$ cat config.mk
export PLATFORM = sky130hd
export DESIGN_NAME = program_loader_flat
export DESIGN_NICKNAME = d
export VERILOG_FILES = /design/src/rtl/program_loader_if.sv /design/src/rtl/program_loader.sv /design/src/flat_wrapper.sv
export SDC_FILE = /design/constraint.sdc
export NUM_CORES = 1
export LEC_CHECK = 0
export CAP_MARGIN = 10
export CELL_PAD_IN_SITES_DETAIL_PLACEMENT = 0
export CELL_PAD_IN_SITES_GLOBAL_PLACEMENT = 1
export CORE_MARGIN = 8
export CORE_UTILIZATION = 43
export DETAILED_ROUTE_END_ITERATION = 8
export GPL_TIMING_DRIVEN = 0
export PLACE_DENSITY = 0.93
export SLEW_MARGIN = 20
export SYNTH_ARGS = -nofsm -noshare
export SYNTH_HDL_FRONTEND = slang
export SYNTH_SLANG_ARGS = --single-unit
$ cat constraint.sdc
create_clock -name clk -period 4.75 [get_ports clk]
set_clock_uncertainty 0.05 [all_clocks]
set_input_delay 0.475 -clock clk [delete_from_list [all_inputs] [get_ports clk]]
set_output_delay 0.475 -clock clk [all_outputs]
set_load 0.02 [all_outputs]
$ cat src/rtl/program_loader_if.sv
// Loader bus bundle: instruction stream in, byte-wide memory write port out.
// master is the loader's view (drives in_ready and the memory request), slave is the host/memory side.
interface program_loader_if #(
  parameter int ADDR_WIDTH  = 16,
  parameter int DATA_WIDTH  = 8,
  parameter int INSTR_WIDTH = 64
);
  logic                   in_valid;
  logic [INSTR_WIDTH-1:0] in_data;
  logic                   in_last;
  logic                   in_ready;
  logic                   mem_req;
  logic                   mem_we;
  logic [ADDR_WIDTH-1:0]  mem_addr;
  logic [DATA_WIDTH-1:0]  mem_wdata;
  logic                   mem_valid;

  modport master (
    input  in_valid, in_data, in_last, mem_valid,
    output in_ready, mem_req, mem_we, mem_addr, mem_wdata
  );

  modport slave (
    output in_valid, in_data, in_last, mem_valid,
    input  in_ready, mem_req, mem_we, mem_addr, mem_wdata
  );
endinterface

$ cat src/rtl/program_loader.sv
// Serializes 64-bit instructions into little-endian byte writes and appends an
// all-zero terminator word, refusing any word that would run past the top of memory.
module program_loader #(
  parameter int                    ADDR_WIDTH  = 16,
  parameter int                    DATA_WIDTH  = 8,
  parameter int                    INSTR_WIDTH = 64,
  parameter logic [ADDR_WIDTH-1:0] BASE_ADDR   = '0
) (
  input  logic                  clk,
  input  logic                  rst_n,
  input  logic                  start,
  program_loader_if.master      bus,
  output logic                  busy,
  output logic                  done,
  output logic                  error,
  output logic [ADDR_WIDTH-3:0] instr_count
);
  localparam int NBYTES = INSTR_WIDTH / DATA_WIDTH;
  localparam int KW     = $clog2(NBYTES);

  localparam logic [2:0] S_IDLE   = 3'd0;
  localparam logic [2:0] S_ACCEPT = 3'd1;
  localparam logic [2:0] S_WRITE  = 3'd2;
  localparam logic [2:0] S_TERM   = 3'd3;
  localparam logic [2:0] S_FINISH = 3'd4;

  logic [2:0]                        state;
  // Spare top bit: after the last legal word the pointer lands on 2^ADDR_WIDTH, not 0.
  logic [ADDR_WIDTH:0]               ptr;
  logic [NBYTES-1:0][DATA_WIDTH-1:0] word;
  logic                              last;
  logic [KW-1:0]                     k;

  logic [ADDR_WIDTH:0] ptr_nxt, end_cur, end_nxt;
  logic                ovf_cur, ovf_nxt, writing, last_byte, word_zero;

  assign ptr_nxt   = ptr + (ADDR_WIDTH+1)'(NBYTES);
  assign end_cur   = ptr + (ADDR_WIDTH+1)'(NBYTES-1);
  assign end_nxt   = ptr_nxt + (ADDR_WIDTH+1)'(NBYTES-1);
  assign ovf_cur   = end_cur[ADDR_WIDTH];
  assign ovf_nxt   = end_nxt[ADDR_WIDTH];
  assign writing   = (state == S_WRITE) || (state == S_TERM);
  assign last_byte = (k == KW'(NBYTES-1));
  assign word_zero = (word == '0);

  // Everything below decodes flops only, so no input reaches an output combinationally.
  assign bus.in_ready  = (state == S_ACCEPT);
  assign bus.mem_req   = writing;
  assign bus.mem_we    = writing;
  assign bus.mem_addr  = writing ? ptr[ADDR_WIDTH-1:0] + ADDR_WIDTH'(k) : '0;
  assign bus.mem_wdata = (state == S_WRITE) ? word[k] : '0;
  assign busy          = (state == S_ACCEPT) || writing;
  assign done          = (state == S_FINISH);

  always_ff @(posedge clk or negedge rst_n) begin
    if (!rst_n) begin
      state       <= S_IDLE;
      ptr         <= '0;
      word        <= '0;
      last        <= 1'b0;
      k           <= '0;
      error       <= 1'b0;
      instr_count <= '0;
    end else begin
      case (state)
        S_IDLE: if (start) begin
          instr_count <= '0;
          error       <= 1'b0;
          ptr         <= {1'b0, BASE_ADDR};
          state       <= S_ACCEPT;
        end
        S_ACCEPT: if (bus.in_valid) begin
          // The word is consumed even when it cannot be placed; the session then ends in error.
          if (ovf_cur) begin
            error <= 1'b1;
            state <= S_FINISH;
          end else begin
            word  <= bus.in_data;
            last  <= bus.in_last;
            k     <= '0;
            state <= S_WRITE;
          end
        end
        S_WRITE, S_TERM: if (bus.mem_valid) begin
          if (last_byte) begin
            instr_count <= instr_count + (ADDR_WIDTH-2)'(1);
            ptr         <= ptr_nxt;
            k           <= '0;
            if (state == S_TERM || word_zero) begin
              state <= S_FINISH;
            end else if (last) begin
              if (ovf_nxt) begin
                error <= 1'b1;
                state <= S_FINISH;
              end else begin
                state <= S_TERM;
              end
            end else begin
              state <= S_ACCEPT;
            end
          end else begin
            k <= k + KW'(1);
          end
        end
        S_FINISH: state <= S_IDLE;
        default:  state <= S_IDLE;
      endcase
    end
  end
endmodule

$ cat src/flat_wrapper.sv
// flat-port wrapper written by rule: the top's interface ports become plain ports
module program_loader_flat 
#(
  parameter int                    ADDR_WIDTH  = 16,
  parameter int                    DATA_WIDTH  = 8,
  parameter int                    INSTR_WIDTH = 64,
  parameter logic [ADDR_WIDTH-1:0] BASE_ADDR   = '0
)
  (clk, rst_n, start, busy, done, error, instr_count, bus_in_valid, bus_in_data, bus_in_last, bus_mem_valid, bus_in_ready, bus_mem_req, bus_mem_we, bus_mem_addr, bus_mem_wdata);
  program_loader_if #(.ADDR_WIDTH(ADDR_WIDTH), .DATA_WIDTH(DATA_WIDTH), .INSTR_WIDTH(INSTR_WIDTH)) bus_i ();
  input  logic clk;
  input  logic rst_n;
  input  logic start;
  output logic busy;
  output logic done;
  output logic error;
  output logic [ADDR_WIDTH-3:0] instr_count;
  input wire logic [$bits(bus_i.in_valid)-1:0] bus_in_valid;
  input wire logic [$bits(bus_i.in_data)-1:0] bus_in_data;
  input wire logic [$bits(bus_i.in_last)-1:0] bus_in_last;
  input wire logic [$bits(bus_i.mem_valid)-1:0] bus_mem_valid;
  output wire logic [$bits(bus_i.in_ready)-1:0] bus_in_ready;
  output wire logic [$bits(bus_i.mem_req)-1:0] bus_mem_req;
  output wire logic [$bits(bus_i.mem_we)-1:0] bus_mem_we;
  output wire logic [$bits(bus_i.mem_addr)-1:0] bus_mem_addr;
  output wire logic [$bits(bus_i.mem_wdata)-1:0] bus_mem_wdata;
  assign bus_i.in_valid = bus_in_valid;
  assign bus_i.in_data = bus_in_data;
  assign bus_i.in_last = bus_in_last;
  assign bus_i.mem_valid = bus_mem_valid;
  assign bus_in_ready = bus_i.in_ready;
  assign bus_mem_req = bus_i.mem_req;
  assign bus_mem_we = bus_i.mem_we;
  assign bus_mem_addr = bus_i.mem_addr;
  assign bus_mem_wdata = bus_i.mem_wdata;
  program_loader #(.ADDR_WIDTH(ADDR_WIDTH), .DATA_WIDTH(DATA_WIDTH), .INSTR_WIDTH(INSTR_WIDTH), .BASE_ADDR(BASE_ADDR)) u_core (.clk(clk), .rst_n(rst_n), .start(start), .bus(bus_i), .busy(busy), .done(done), .error(error), .instr_count(instr_count));
endmodule
==> run_summary.xml, run 1 <==
<?xml version="1.0" encoding="UTF-8"?>
<metrics>
  <group name="clock_network">
    <metric name="worst_skew_pair.late_latency" unit="ps">340</metric>
    <metric name="max-clock-path-buffers" unit="">2</metric>
    <metric name="max_h_tree_level" unit="">3</metric>
    <metric name="clk_pin_slew_worst_paths" unit="ps">70</metric>
    <metric name="clkSinkCount" unit="">100</metric>
    <metric name="cts_made_buffers" unit="">9</metric>
    <metric name="postCtsResizedCells" unit="">0</metric>
    <metric name="cts.root.buffer_cell" unit="">sky130_fd_sc_hd__clkbuf_16</metric>
    <metric name="setup_buffers_after_cts" unit="">0</metric>
    <metric name="cts_hold_buf" unit="">1</metric>
    <metric name="tritoncts" unit="">built</metric>
  </group>
  <group name="synth">
    <metric name="synth_cell_types" unit="">41</metric>
    <metric name="yosys_warnings" unit="">0</metric>
    <metric name="postSynth.topFlopCell" unit="">sky130_fd_sc_hd__dfrtp_1</metric>
    <metric name="synth-seq-cells" unit="">100</metric>
    <metric name="synthCells" unit="">414</metric>
    <metric name="synthesis.area" unit="um^2">4991</metric>
    <metric name="avgSynthCellArea" unit="um^2">12.06</metric>
    <metric name="mappedNetlistNets" unit="">488</metric>
    <metric name="synth_edf_count" unit="">0</metric>
    <metric name="ys_async_sr_fraction" unit="">1.000</metric>
    <metric name="synth.yosys.seq_area_share" unit="">0.5014</metric>
  </group>
  <group name="routing">
    <metric name="drtPass1Iterations" unit="">4</metric>
    <metric name="drcViolationCount" unit="">0</metric>
    <metric name="via_count" unit="">3796</metric>
    <metric name="drt.antenna.violating_nets" unit="">0</metric>
    <metric name="routed_wl" unit="um">13160</metric>
    <metric name="wire_per_inst" unit="um">19.12</metric>
    <metric name="drt-vias-per-instance" unit="">5.517</metric>
    <metric name="detail_route.iter0.violations" unit="">252</metric>
  </group>
  <group name="floorplanning">
    <metric name="initial_utilization" unit="">0.4390</metric>
    <metric name="full_die_area" unit="um^2">15310</metric>
    <metric name="core_area" unit="um^2">11370</metric>
    <metric name="top_level_i_o_count" unit="">114</metric>
    <metric name="placement_rows" unit="">39</metric>
    <metric name="die-width" unit="um">123.7</metric>
    <metric name="die_h" unit="um">123.7</metric>
  </group>
  <group name="outcome">
    <metric name="run_status" unit="">finished clean</metric>
  </group>
  <group name="critical_path">
    <metric name="timing.critical_path.fanout_max" unit="">10</metric>
    <metric name="end_kind" unit="">output port</metric>
    <metric name="critPathLaunchType" unit="">flip-flop</metric>
    <metric name="worstSetupPathType" unit="">flip-flop to output port</metric>
    <metric name="worst_ep_arrival_time" unit="ps">2870</metric>
    <metric name="worstPathRequired" unit="ps">4220</metric>
  </group>
  <group name="timing">
    <metric name="hold_violations_final" unit="">0</metric>
    <metric name="final_min_period_over_clock_period" unit="">0.7142</metric>
    <metric name="maxClockFrequency" unit="GHz">0.2948</metric>
    <metric name="timing.final.setup_violations" unit="">0</metric>
    <metric name="fin_crit" unit="ps">3392</metric>
    <metric name="hold-worst-slack" unit="ps">460.0</metric>
    <metric name="drv_slew" unit="">0</metric>
    <metric name="tightestPinTransition" unit="ps">684.5</metric>
    <metric name="setup_repair_after_global_routing_missed_its_margin" unit="">false</metric>
    <metric name="timing.max_slew.rel_slack" unit="">0.5436</metric>
    <metric name="finalWorstSetupSlack" unit="ps">1358</metric>
  </group>
  <group name="job">
    <metric name="maxCapViolations" unit="">0</metric>
  </group>
  <group name="layout">
    <metric name="nets" unit="">614</metric>
    <metric name="antenna_cells" unit="">0</metric>
    <metric name="filler_cell_count" unit="">936</metric>
    <metric name="most_frequent_cells_in_the_layout" unit="">112 x sky130_fd_sc_hd__clkdlybuf4s50_1, 100 x sky130_fd_sc_hd__dfrtp_1, 66 x sky130_fd_sc_hd__mux2_2</metric>
    <metric name="area.growth.synth_to_final" unit="%">33.19</metric>
    <metric name="mostFrequentLayoutCell" unit="">sky130_fd_sc_hd__clkdlybuf4s50_1</metric>
    <metric name="final_layout_size_suffix_gt1_frac" unit="">0.2037</metric>
    <metric name="stdcell_area" unit="um^2">6648</metric>
  </group>
  <group name="placed_design">
    <metric name="placement.io_buffers" unit="">113</metric>
    <metric name="gpl.final_weighted_congestion" unit="">0.8021</metric>
    <metric name="placement.setup.worst_slack" unit="ps">1726</metric>
    <metric name="dp_hpwl" unit="um">10190</metric>
    <metric name="dpl-instance-area" unit="um^2">6330</metric>
  </group>
  <group name="grt">
    <metric name="grt_util_all_layers" unit="">0.1779</metric>
    <metric name="grt-ovfl-total" unit="">0</metric>
    <metric name="grt_antenna_before_repair" unit="">0</metric>
    <metric name="first_pass_grt_wire_length" unit="um">21130</metric>
    <metric name="largest_net_degree_at_the_start_of_global_routing" unit="">78</metric>
    <metric name="grt_pass1_vias" unit="">4091</metric>
  </group>
  <group name="power">
    <metric name="leakagePower" unit="nW">2.693</metric>
    <metric name="fin_total_pwr" unit="mW">4.068</metric>
    <metric name="ir_drop" unit="mV">0.3786</metric>
    <metric name="pwr_density" unit="nW/um^2">612.0</metric>
  </group>
  <group name="min_path">
    <metric name="timing.hold.worst.class" unit="">flip-flop to flip-flop</metric>
  </group>
</metrics>
logic make-up (layout without fill, tap and decap cells):
group           Yosys count  in the layout  synth area share
mux                      90             90            0.2372
xor+xnor                 23             23           0.04036
flops                   100            100            0.5014
fa+ha+maj                 4              4           0.01003
simple gates            143            143            0.1497
buf+inv                  29            160           0.02432
compound gates           25             25           0.03710
through the flow:
step / TNS (ps) / util / std cells
2_1_floorplan: 0 / - / 414
3_3_place_gp: -47890 / 0.5542 / 670
3_5_place_dp: 0 / 0.5567 / 671
4_1_cts: 0 / 0.5847 / 688
5_1_grt: 0 / 0.5847 / 688
6_report: 0 / 0.5847 / 688
routing by layer:
metal  share of wire  vias to the layer above  track usage
li1                -                     1762            -
met1            0.43                     1890       0.2233
met2            0.48                      127       0.2958
met3           0.065                       17      0.04170
met4           0.020                        0      0.06095
met5               0                        -            0
cell usage after synthesis, types with 7 or more instances:
cell                       count  share of area
sky130_fd_sc_hd__nor4_1       23          0.029
sky130_fd_sc_hd__nand4_1      10          0.013
sky130_fd_sc_hd__mux2_2       66           0.15
sky130_fd_sc_hd__mux4_2       16          0.072
sky130_fd_sc_hd__mux2i_1       8          0.016
sky130_fd_sc_hd__nor2_1       38          0.029
sky130_fd_sc_hd__nand3_1       9         0.0090
sky130_fd_sc_hd__xor2_1       10          0.018
sky130_fd_sc_hd__and2_1       16          0.020
sky130_fd_sc_hd__clkbuf_1     14          0.011
sky130_fd_sc_hd__nand2_1      20          0.015
sky130_fd_sc_hd__dfrtp_1     100           0.50
sky130_fd_sc_hd__buf_2         7         0.0070
sky130_fd_sc_hd__xnor2_1      13          0.023
critical path, cell delays in order (launching register included):
cell and delay [ps]:
sky130_fd_sc_hd__dfrtp_1 350, sky130_fd_sc_hd__clkbuf_1 390, sky130_fd_sc_hd__clkbuf_1 500, sky130_fd_sc_hd__mux4_2 340, sky130_fd_sc_hd__mux2i_1 80, sky130_fd_sc_hd__nor2_1 210
sky130_fd_sc_hd__clkdlybuf4s50_1 650
path summary, 6_finish.rpt:
| check | endpoint | slack [ps] | from | cells after the start |
|---|---|---|---|---|
| max | bus_mem_wdata[2] | 1360 | u_core.k[1] | 6 |
| min | u_core.error | 460 | u_core.error | 2 |
| max reg2reg | u_core.word[61] | 2400 | u_core.state[2] | 6 |
| min reg2reg | u_core.error | 460 | u_core.error | 2 |
| max in group asynchronous | u_core.word[61] | 3480 | rst_n | 3 |
| min in group asynchronous | u_core.instr_count[4] | 500 | rst_n | 2 |
report_power, final:
part / internal [mW] / switching (mW) / total (mW)
sequential: 1.21 / 0.327 / 1.54
clock: 0.427 / 0.325 / 0.751
combinational: 0.955 / 0.825 / 1.78
total: 2.59 / 1.48 / 4.07
registers in the layout, summed over array words and instances (netlist names):
name	count
u_core.word	64
u_core.instr_count	14
u_core.ptr	14
u_core.k	3
u_core.state	3
u_core.error	1
u_core.last	1
final cells by class:
| class | instances | area (um^2) | area share |
|---|---|---|---|
| sequential | 100 | 2502 | 0.3764 |
| multi-input combinational | 285 | 2367 | 0.3561 |
| timing repair buffer | 115 | 1170 | 0.1760 |
| clock buffer | 10 | 239.0 | 0.03595 |
| tap | 143 | 178.9 | 0.02692 |
| buffer | 24 | 102.6 | 0.01543 |
| clock inverter | 6 | 68.82 | 0.01035 |
| inverter | 5 | 18.77 | 0.002823 |
Power figures use the tool's default switching activity.
==> run 2, diff against run 1 <==
Settings changed: CORE_UTILIZATION 43 to 36, PLACE_DENSITY 0.93 to 0.83.
Clock period 4.75 ns to 3 ns, I/O delays scaled along.
==> run 2 against run 1 <==
  * Core utilization is 9.6 points lower
  * Via count shrank 0.26%
  * Combinational power up 58%
  * Power up 59%
  * Cell count rose by 5.2%
  * Cell area up 0.90%
  * Die area grew 17%
  * First-iteration DRC count fell by 27%
  * Sequential share of layout area down 0.34 points
  * Count of clock-buffer cells in the layout stayed put
  * Flip-flop and latch count did not move
  * Setup slack lost 1200 ps
==> run_summary.xml, run 2 (synthesis gave the netlist of run 1 again) <==
<?xml version="1.0" encoding="UTF-8"?>
<metrics>
  <group name="placed_design">
    <metric name="placement.io_buffers" unit="">113</metric>
    <metric name="dpl-instance-area" unit="um^2">6376</metric>
    <metric name="dp_hpwl" unit="um">10330</metric>
    <metric name="dpl.cell_count" unit="">708</metric>
    <metric name="gpl.final_weighted_congestion" unit="">0.8588</metric>
  </group>
  <group name="timing">
    <metric name="maxClockFrequency" unit="GHz">0.3525</metric>
    <metric name="fin_tns_setup" unit="ps">0</metric>
    <metric name="hold_violations_final" unit="">0</metric>
    <metric name="timing.max_slew.rel_slack" unit="">0.5636</metric>
    <metric name="tightestPinTransition" unit="ps">653.2</metric>
    <metric name="fin_crit" unit="ps">2837</metric>
    <metric name="setup_repair_after_global_routing_missed_its_margin" unit="">false</metric>
    <metric name="timing.final.setup_violations" unit="">0</metric>
    <metric name="drv_slew" unit="">0</metric>
    <metric name="final_min_period_over_clock_period" unit="">0.9456</metric>
  </group>
  <group name="layout">
    <metric name="largest_registers_ranked_by_flip_flop_count" unit="">u_core.word (64), u_core.instr_count (14), u_core.ptr (14)</metric>
    <metric name="top_register_by_number_of_flip_flops" unit="">u_core.word</metric>
    <metric name="most_frequent_cells_in_the_layout" unit="">111 x sky130_fd_sc_hd__clkdlybuf4s50_1, 100 x sky130_fd_sc_hd__dfrtp_1, 66 x sky130_fd_sc_hd__mux2_2</metric>
    <metric name="layoutNonFillerInstCount" unit="">724</metric>
    <metric name="area.growth.synth_to_final" unit="%">34.39</metric>
    <metric name="multi_input_area" unit="um^2">2367</metric>
    <metric name="largest_register_ff_count" unit="">64</metric>
    <metric name="nets" unit="">613</metric>
    <metric name="stdcell_area" unit="um^2">6708</metric>
    <metric name="antenna_cells" unit="">0</metric>
    <metric name="filler_cell_count" unit="">1254</metric>
    <metric name="final_layout_size_suffix_gt1_frac" unit="">0.2077</metric>
    <metric name="sequential_cell_area" unit="um^2">2502</metric>
    <metric name="mostFrequentLayoutCell" unit="">sky130_fd_sc_hd__clkdlybuf4s50_1</metric>
  </group>
  <group name="power">
    <metric name="leakagePower" unit="nW">2.716</metric>
    <metric name="pwr_density" unit="nW/um^2">964.6</metric>
    <metric name="ir_drop" unit="mV">0.5937</metric>
  </group>
  <group name="routing">
    <metric name="detail_route.iter0.violations" unit="">184</metric>
    <metric name="drt.antenna.violating_nets" unit="">0</metric>
    <metric name="routed_wl" unit="um">13420</metric>
    <metric name="wire_per_inst" unit="um">18.54</metric>
    <metric name="drtPass1Iterations" unit="">4</metric>
    <metric name="drt-vias-per-instance" unit="">5.229</metric>
    <metric name="via_count" unit="">3786</metric>
    <metric name="drcViolationCount" unit="">0</metric>
  </group>
  <group name="clock_network">
    <metric name="tritoncts" unit="">built</metric>
    <metric name="max-clock-path-buffers" unit="">2</metric>
    <metric name="clkSinkCount" unit="">100</metric>
    <metric name="worst_skew_pair.late_latency" unit="ps">350</metric>
    <metric name="cts_made_buffers" unit="">9</metric>
    <metric name="clk_pin_slew_worst_paths" unit="ps">70</metric>
    <metric name="max_h_tree_level" unit="">3</metric>
    <metric name="cts.root.buffer_cell" unit="">sky130_fd_sc_hd__clkbuf_16</metric>
  </group>
  <group name="job">
    <metric name="maxCapViolations" unit="">0</metric>
  </group>
  <group name="floorplanning">
    <metric name="top_level_i_o_count" unit="">114</metric>
    <metric name="die_h" unit="um">133.7</metric>
    <metric name="full_die_area" unit="um^2">17890</metric>
    <metric name="die-width" unit="um">133.7</metric>
    <metric name="core_area" unit="um^2">13720</metric>
    <metric name="initial_utilization" unit="">0.3638</metric>
    <metric name="placement_rows" unit="">43</metric>
  </group>
  <group name="grt">
    <metric name="largest_net_degree_at_the_start_of_global_routing" unit="">58</metric>
    <metric name="grt_pass1_vias" unit="">4016</metric>
    <metric name="grt_antenna_before_repair" unit="">0</metric>
    <metric name="first_pass_grt_wire_length" unit="um">21640</metric>
    <metric name="grt-ovfl-total" unit="">0</metric>
    <metric name="grt_util_all_layers" unit="">0.1530</metric>
  </group>
  <group name="outcome">
    <metric name="run_status" unit="">finished clean</metric>
  </group>
  <group name="critical_path">
    <metric name="end_kind" unit="">output port</metric>
    <metric name="worstPathRequired" unit="ps">2650</metric>
    <metric name="timing.critical_path.fanout_max" unit="">10</metric>
    <metric name="critPathLaunchType" unit="">flip-flop</metric>
    <metric name="worstSetupPathType" unit="">flip-flop to output port</metric>
    <metric name="worst_ep_arrival_time" unit="ps">2490</metric>
  </group>
  <group name="min_path">
    <metric name="timing.hold.worst.class" unit="">primary input to async pin</metric>
  </group>
</metrics>
run 2: cell type report:
| cell class | instances | share of cell area |
|---|---|---|
| well taps | 180 | 0.03358 |
| clock inverters | 6 | 0.01082 |
| multi-input cells | 285 | 0.3529 |
| plain buffers | 23 | 0.01641 |
| inverters | 5 | 0.002798 |
| flip-flops and latches | 100 | 0.3731 |
| repair buffers | 115 | 0.1748 |
| clock buffers | 10 | 0.03563 |
run 2: stage by stage:
stage	total power [mW]	util	hold WS, ps	worst slack [ps]
2_1_floorplan	4.166	-	-45.59	725.4
3_3_place_gp	5.175	0.4627	449.3	-2153
3_5_place_dp	5.261	0.4648	196.6	167.3
4_1_cts	6.498	0.4884	403.6	79.73
5_1_grt	6.861	0.4889	440.3	5.008
6_report	6.471	0.4889	394.4	163.1
run 2: worst max-delay path, cell delays in order (launching register included):
cell                              delay, ps
sky130_fd_sc_hd__dfrtp_1                620
sky130_fd_sc_hd__clkbuf_2               350
sky130_fd_sc_hd__mux4_2                 260
sky130_fd_sc_hd__mux2i_1                 70
sky130_fd_sc_hd__nor2_1                 190
sky130_fd_sc_hd__clkdlybuf4s50_1        650
run 2: routing by layer:
| layer | vias up | GRT usage | share of wire |
|---|---|---|---|
| met4 | 0 | 0.06114 | 0.022 |
| met2 | 128 | 0.2309 | 0.45 |
| met3 | 19 | 0.04593 | 0.069 |
| met1 | 1879 | 0.2011 | 0.46 |
| met5 | - | 0 | 0 |
| li1 | 1760 | - | - |
run 2: power by group:
| part | internal [mW] | switching [mW] |
|---|---|---|
| sequential | 1.91 | 0.534 |
| clock | 0.677 | 0.537 |
| combinational | 1.52 | 1.29 |
run 2: worst paths after layout:
kind                                    from                     to  slack (ps)  cells past startpoint
worst max-delay path             u_core.k[1]       bus_mem_wdata[5]         160                      5
worst min-delay path                   rst_n  u_core.instr_count[6]         390                      2
worst max register to register   u_core.k[1]         u_core.ptr[14]         470                      8
worst min register to register  u_core.error           u_core.error         460                      2
max in group asynchronous              rst_n        u_core.word[30]        1880                      3
min in group clk                u_core.error           u_core.error         460                      2
run 2: what timing repair did:
item / in CTS / in global routing
endpoints found under the setup margin: 8 / 9
endpoints found under the hold margin: 43 / 0
gates cloned: 0 / 0
hold buffers: 1 / 0
buffers inserted: 0 / 0
pin swaps: 0 / 0
gates resized for setup: 3 / 4
==> run 3, diff against run 2 <==
Settings changed: ABC_AREA set to 1, CORE_UTILIZATION 36 to 35, PLACE_DENSITY 0.83 to 0.84.
==> run 3 against run 2 <==
  * Cell area up 7.8%
  * Global-route usage up 1.2 points
  * Register-to-register slack better by 380 ps
  * Critical endpoint is now bus_mem_wdata[6]
  * Largest cell class is now multi-input combinational cells
  * Highest routed layer unchanged
==> run_summary.xml, run 3 <==
<?xml version="1.0" encoding="UTF-8"?>
<metrics>
  <group name="clock_network">
    <metric name="clk_pin_slew_worst_paths" unit="ps">70</metric>
    <metric name="worst_skew_pair.late_latency" unit="ps">350</metric>
    <metric name="cts_made_buffers" unit="">9</metric>
    <metric name="clkSinkCount" unit="">100</metric>
    <metric name="max-clock-path-buffers" unit="">2</metric>
    <metric name="cts.root.buffer_cell" unit="">sky130_fd_sc_hd__clkbuf_16</metric>
    <metric name="max_h_tree_level" unit="">3</metric>
    <metric name="tritoncts" unit="">built</metric>
  </group>
  <group name="routing">
    <metric name="routed_wl" unit="um">16140</metric>
    <metric name="drt-vias-per-instance" unit="">4.972</metric>
    <metric name="wire_per_inst" unit="um">16.92</metric>
    <metric name="drt.antenna.violating_nets" unit="">0</metric>
    <metric name="drcViolationCount" unit="">0</metric>
    <metric name="detail_route.iter0.violations" unit="">347</metric>
    <metric name="drtPass1Iterations" unit="">7</metric>
    <metric name="via_count" unit="">4743</metric>
  </group>
  <group name="min_path">
    <metric name="timing.hold.worst.class" unit="">primary input to async pin</metric>
  </group>
  <group name="layout">
    <metric name="antenna_cells" unit="">0</metric>
    <metric name="largest_register_ff_count" unit="">64</metric>
    <metric name="top_register_by_number_of_flip_flops" unit="">u_core.word</metric>
    <metric name="final_layout_size_suffix_gt1_frac" unit="">0.1682</metric>
    <metric name="nets" unit="">812</metric>
    <metric name="filler_cell_count" unit="">1491</metric>
    <metric name="largest_registers_ranked_by_flip_flop_count" unit="">u_core.word (64), u_core.instr_count (14), u_core.ptr (14)</metric>
    <metric name="most_frequent_cells_in_the_layout" unit="">127 x sky130_fd_sc_hd__nor2_1, 106 x sky130_fd_sc_hd__clkdlybuf4s50_1, 99 x sky130_fd_sc_hd__dfrtp_1</metric>
    <metric name="sequential_cell_area" unit="um^2">2504</metric>
    <metric name="stdcell_area" unit="um^2">7228</metric>
    <metric name="multi_input_area" unit="um^2">2651</metric>
    <metric name="mostFrequentLayoutCell" unit="">sky130_fd_sc_hd__nor2_1</metric>
    <metric name="finish.utilization" unit="">0.4737</metric>
    <metric name="area.growth.synth_to_final" unit="%">32.14</metric>
  </group>
  <group name="timing">
    <metric name="timing.final.setup_violations" unit="">0</metric>
    <metric name="tightestPinTransition" unit="ps">637.8</metric>
    <metric name="maxClockFrequency" unit="GHz">0.3500</metric>
    <metric name="setup_repair_after_global_routing_missed_its_margin" unit="">false</metric>
    <metric name="drv_slew" unit="">0</metric>
    <metric name="hold_violations_final" unit="">0</metric>
    <metric name="timing.max_slew.rel_slack" unit="">0.5748</metric>
    <metric name="final_min_period_over_clock_period" unit="">0.9524</metric>
    <metric name="fin_crit" unit="ps">2857</metric>
  </group>
  <group name="critical_path">
    <metric name="critPathLaunchType" unit="">flip-flop</metric>
    <metric name="worst_ep_arrival_time" unit="ps">2510</metric>
    <metric name="worstSetupPathType" unit="">flip-flop to output port</metric>
    <metric name="end_kind" unit="">output port</metric>
    <metric name="timing.critical_path.fanout_max" unit="">10</metric>
    <metric name="worstPathRequired" unit="ps">2650</metric>
  </group>
  <group name="synth">
    <metric name="yosys_warnings" unit="">0</metric>
    <metric name="ys_async_sr_fraction" unit="">1.000</metric>
    <metric name="mappedNetlistNets" unit="">686</metric>
    <metric name="synth_cell_types" unit="">35</metric>
    <metric name="yosysTopAreaCell" unit="">sky130_fd_sc_hd__dfrtp_1</metric>
    <metric name="synth_top_area_share" unit="">0.4575</metric>
    <metric name="synthesis.area" unit="um^2">5470</metric>
    <metric name="yosys.cell_count.top_type" unit="">sky130_fd_sc_hd__nor2_1</metric>
    <metric name="synth_edf_count" unit="">0</metric>
    <metric name="avgSynthCellArea" unit="um^2">8.938</metric>
    <metric name="synth-seq-cells" unit="">100</metric>
    <metric name="synthCells" unit="">612</metric>
    <metric name="postSynth.topFlopCell" unit="">sky130_fd_sc_hd__dfrtp_1</metric>
    <metric name="ys_top_cells_by_count" unit="">127 x sky130_fd_sc_hd__nor2_1, 100 x sky130_fd_sc_hd__dfrtp_1, 78 x sky130_fd_sc_hd__nand2_1</metric>
    <metric name="synth_area_leaders" unit="">sky130_fd_sc_hd__dfrtp_1 46%, sky130_fd_sc_hd__nor2_1 8.7%, sky130_fd_sc_hd__mux2_2 7.6%</metric>
    <metric name="synth.yosys.seq_area_share" unit="">0.4575</metric>
  </group>
  <group name="grt">
    <metric name="grt_pass1_vias" unit="">4900</metric>
    <metric name="grt_antenna_before_repair" unit="">0</metric>
    <metric name="largest_net_degree_at_the_start_of_global_routing" unit="">79</metric>
    <metric name="grt-ovfl-total" unit="">0</metric>
    <metric name="first_pass_grt_wire_length" unit="um">26040</metric>
    <metric name="grt_util_all_layers" unit="">0.1654</metric>
  </group>
  <group name="floorplanning">
    <metric name="die-width" unit="um">141.0</metric>
    <metric name="initial_utilization" unit="">0.3585</metric>
    <metric name="full_die_area" unit="um^2">19890</metric>
    <metric name="top_level_i_o_count" unit="">114</metric>
    <metric name="core_area" unit="um^2">15260</metric>
    <metric name="die_h" unit="um">141.0</metric>
    <metric name="placement_rows" unit="">45</metric>
  </group>
  <group name="placed_design">
    <metric name="dp_hpwl" unit="um">12500</metric>
    <metric name="dpl-instance-area" unit="um^2">6894</metric>
    <metric name="placement.io_buffers" unit="">113</metric>
    <metric name="gpl.final_weighted_congestion" unit="">0.8861</metric>
  </group>
  <group name="power">
    <metric name="ir_drop" unit="mV">0.4582</metric>
    <metric name="fin_total_pwr" unit="mW">7.107</metric>
    <metric name="leakagePower" unit="nW">3.182</metric>
    <metric name="pwr_density" unit="nW/um^2">983.3</metric>
  </group>
  <group name="outcome">
    <metric name="run_status" unit="">finished clean</metric>
  </group>
  <group name="job">
    <metric name="maxCapViolations" unit="">0</metric>
  </group>
</metrics>
==> run 3: layer usage <==
| layer | up-vias | share of wire | track usage |
|---|---|---|---|
| met5 | - | 0 | 0 |
| met3 | 20 | 0.063 | 0.04693 |
| met1 | 2276 | 0.44 | 0.2009 |
| met4 | 0 | 0.016 | 0.05317 |
| li1 | 2293 | - | - |
| met2 | 154 | 0.48 | 0.2776 |
==> run 3: cells by family (layout without fill, tap and decap cells) <==
logic type	count (synthesis)	in the layout	synth area share
simple gates	269	269	0.2168
flops	100	100	0.4575
compound gates	98	98	0.09904
buf+inv	71	202	0.05878
mux	63	63	0.1475
xor+xnor	7	7	0.01121
fa+ha+maj	4	4	0.009149
==> run 3: final cells by class <==
type | count | share of cell area
plain buffers | 24 | 0.02164
clock buffers | 10 | 0.03306
clock inverters | 6 | 0.007270
inverters | 47 | 0.02493
multi-input cells | 441 | 0.3668
flip-flops and latches | 100 | 0.3464
well taps | 211 | 0.03652
repair buffers | 115 | 0.1634
==> run 3: worst paths after layout <==
kind / startpoint / to / slack (ps) / cells after the start
min in group clk: u_core.error / u_core.error / 430 / 2
setup reg to reg: u_core.k[1] / u_core.instr_count[1] / 850 / 10
setup / recovery: u_core.k[0] / bus_mem_wdata[6] / 140 / 7
max in group asynchronous: rst_n / u_core.state[0] / 1920 / 3
hold / removal: rst_n / u_core.instr_count[4] / 320 / 2
hold reg to reg: u_core.error / u_core.error / 430 / 2
==> run 3: stage by stage <==
stage	std cells	hold WS, ps	setup slack (ps)	TNS, ps
5_1_grt	954	335.8	39.76	0
2_1_floorplan	612	-45.59	1175	0
3_3_place_gp	936	412.2	-2179	-217230
6_report	954	321.9	142.9	0
4_1_cts	954	313.7	9.925	0
3_5_place_dp	937	127.1	214.6	0
==> run 3: worst max-delay path: stages, from the launching register on <==
cell	delay [ps]
sky130_fd_sc_hd__dfrtp_1	450
sky130_fd_sc_hd__clkinvlp_4	180
sky130_fd_sc_hd__clkbuf_4	250
sky130_fd_sc_hd__o21ai_0	100
sky130_fd_sc_hd__o22ai_1	160
sky130_fd_sc_hd__o21ai_0	110
sky130_fd_sc_hd__a31oi_1	250
sky130_fd_sc_hd__clkdlybuf4s50_1	660
==> run 3: power breakdown <==
| part | total (mW) | switching [mW] | leakage, nW | internal [mW] |
|---|---|---|---|---|
| registers | 2.48 | 0.559 | 1.24 | 1.93 |
| logic | 3.47 | 1.91 | 1.80 | 1.56 |
| clock network | 1.15 | 0.551 | 0.143 | 0.602 |
| total | 7.11 | 3.02 | 3.18 | 4.09 |
==> run 3: what timing repair did <==
item | CTS | global route
endpoints found under the hold margin | 22 | 0
pin swaps | 0 | 0
gates resized for setup | 3 | 20
setup endpoints to repair | 8 | 8
setup buffers | 0 | 0
hold buffers | 1 | 0
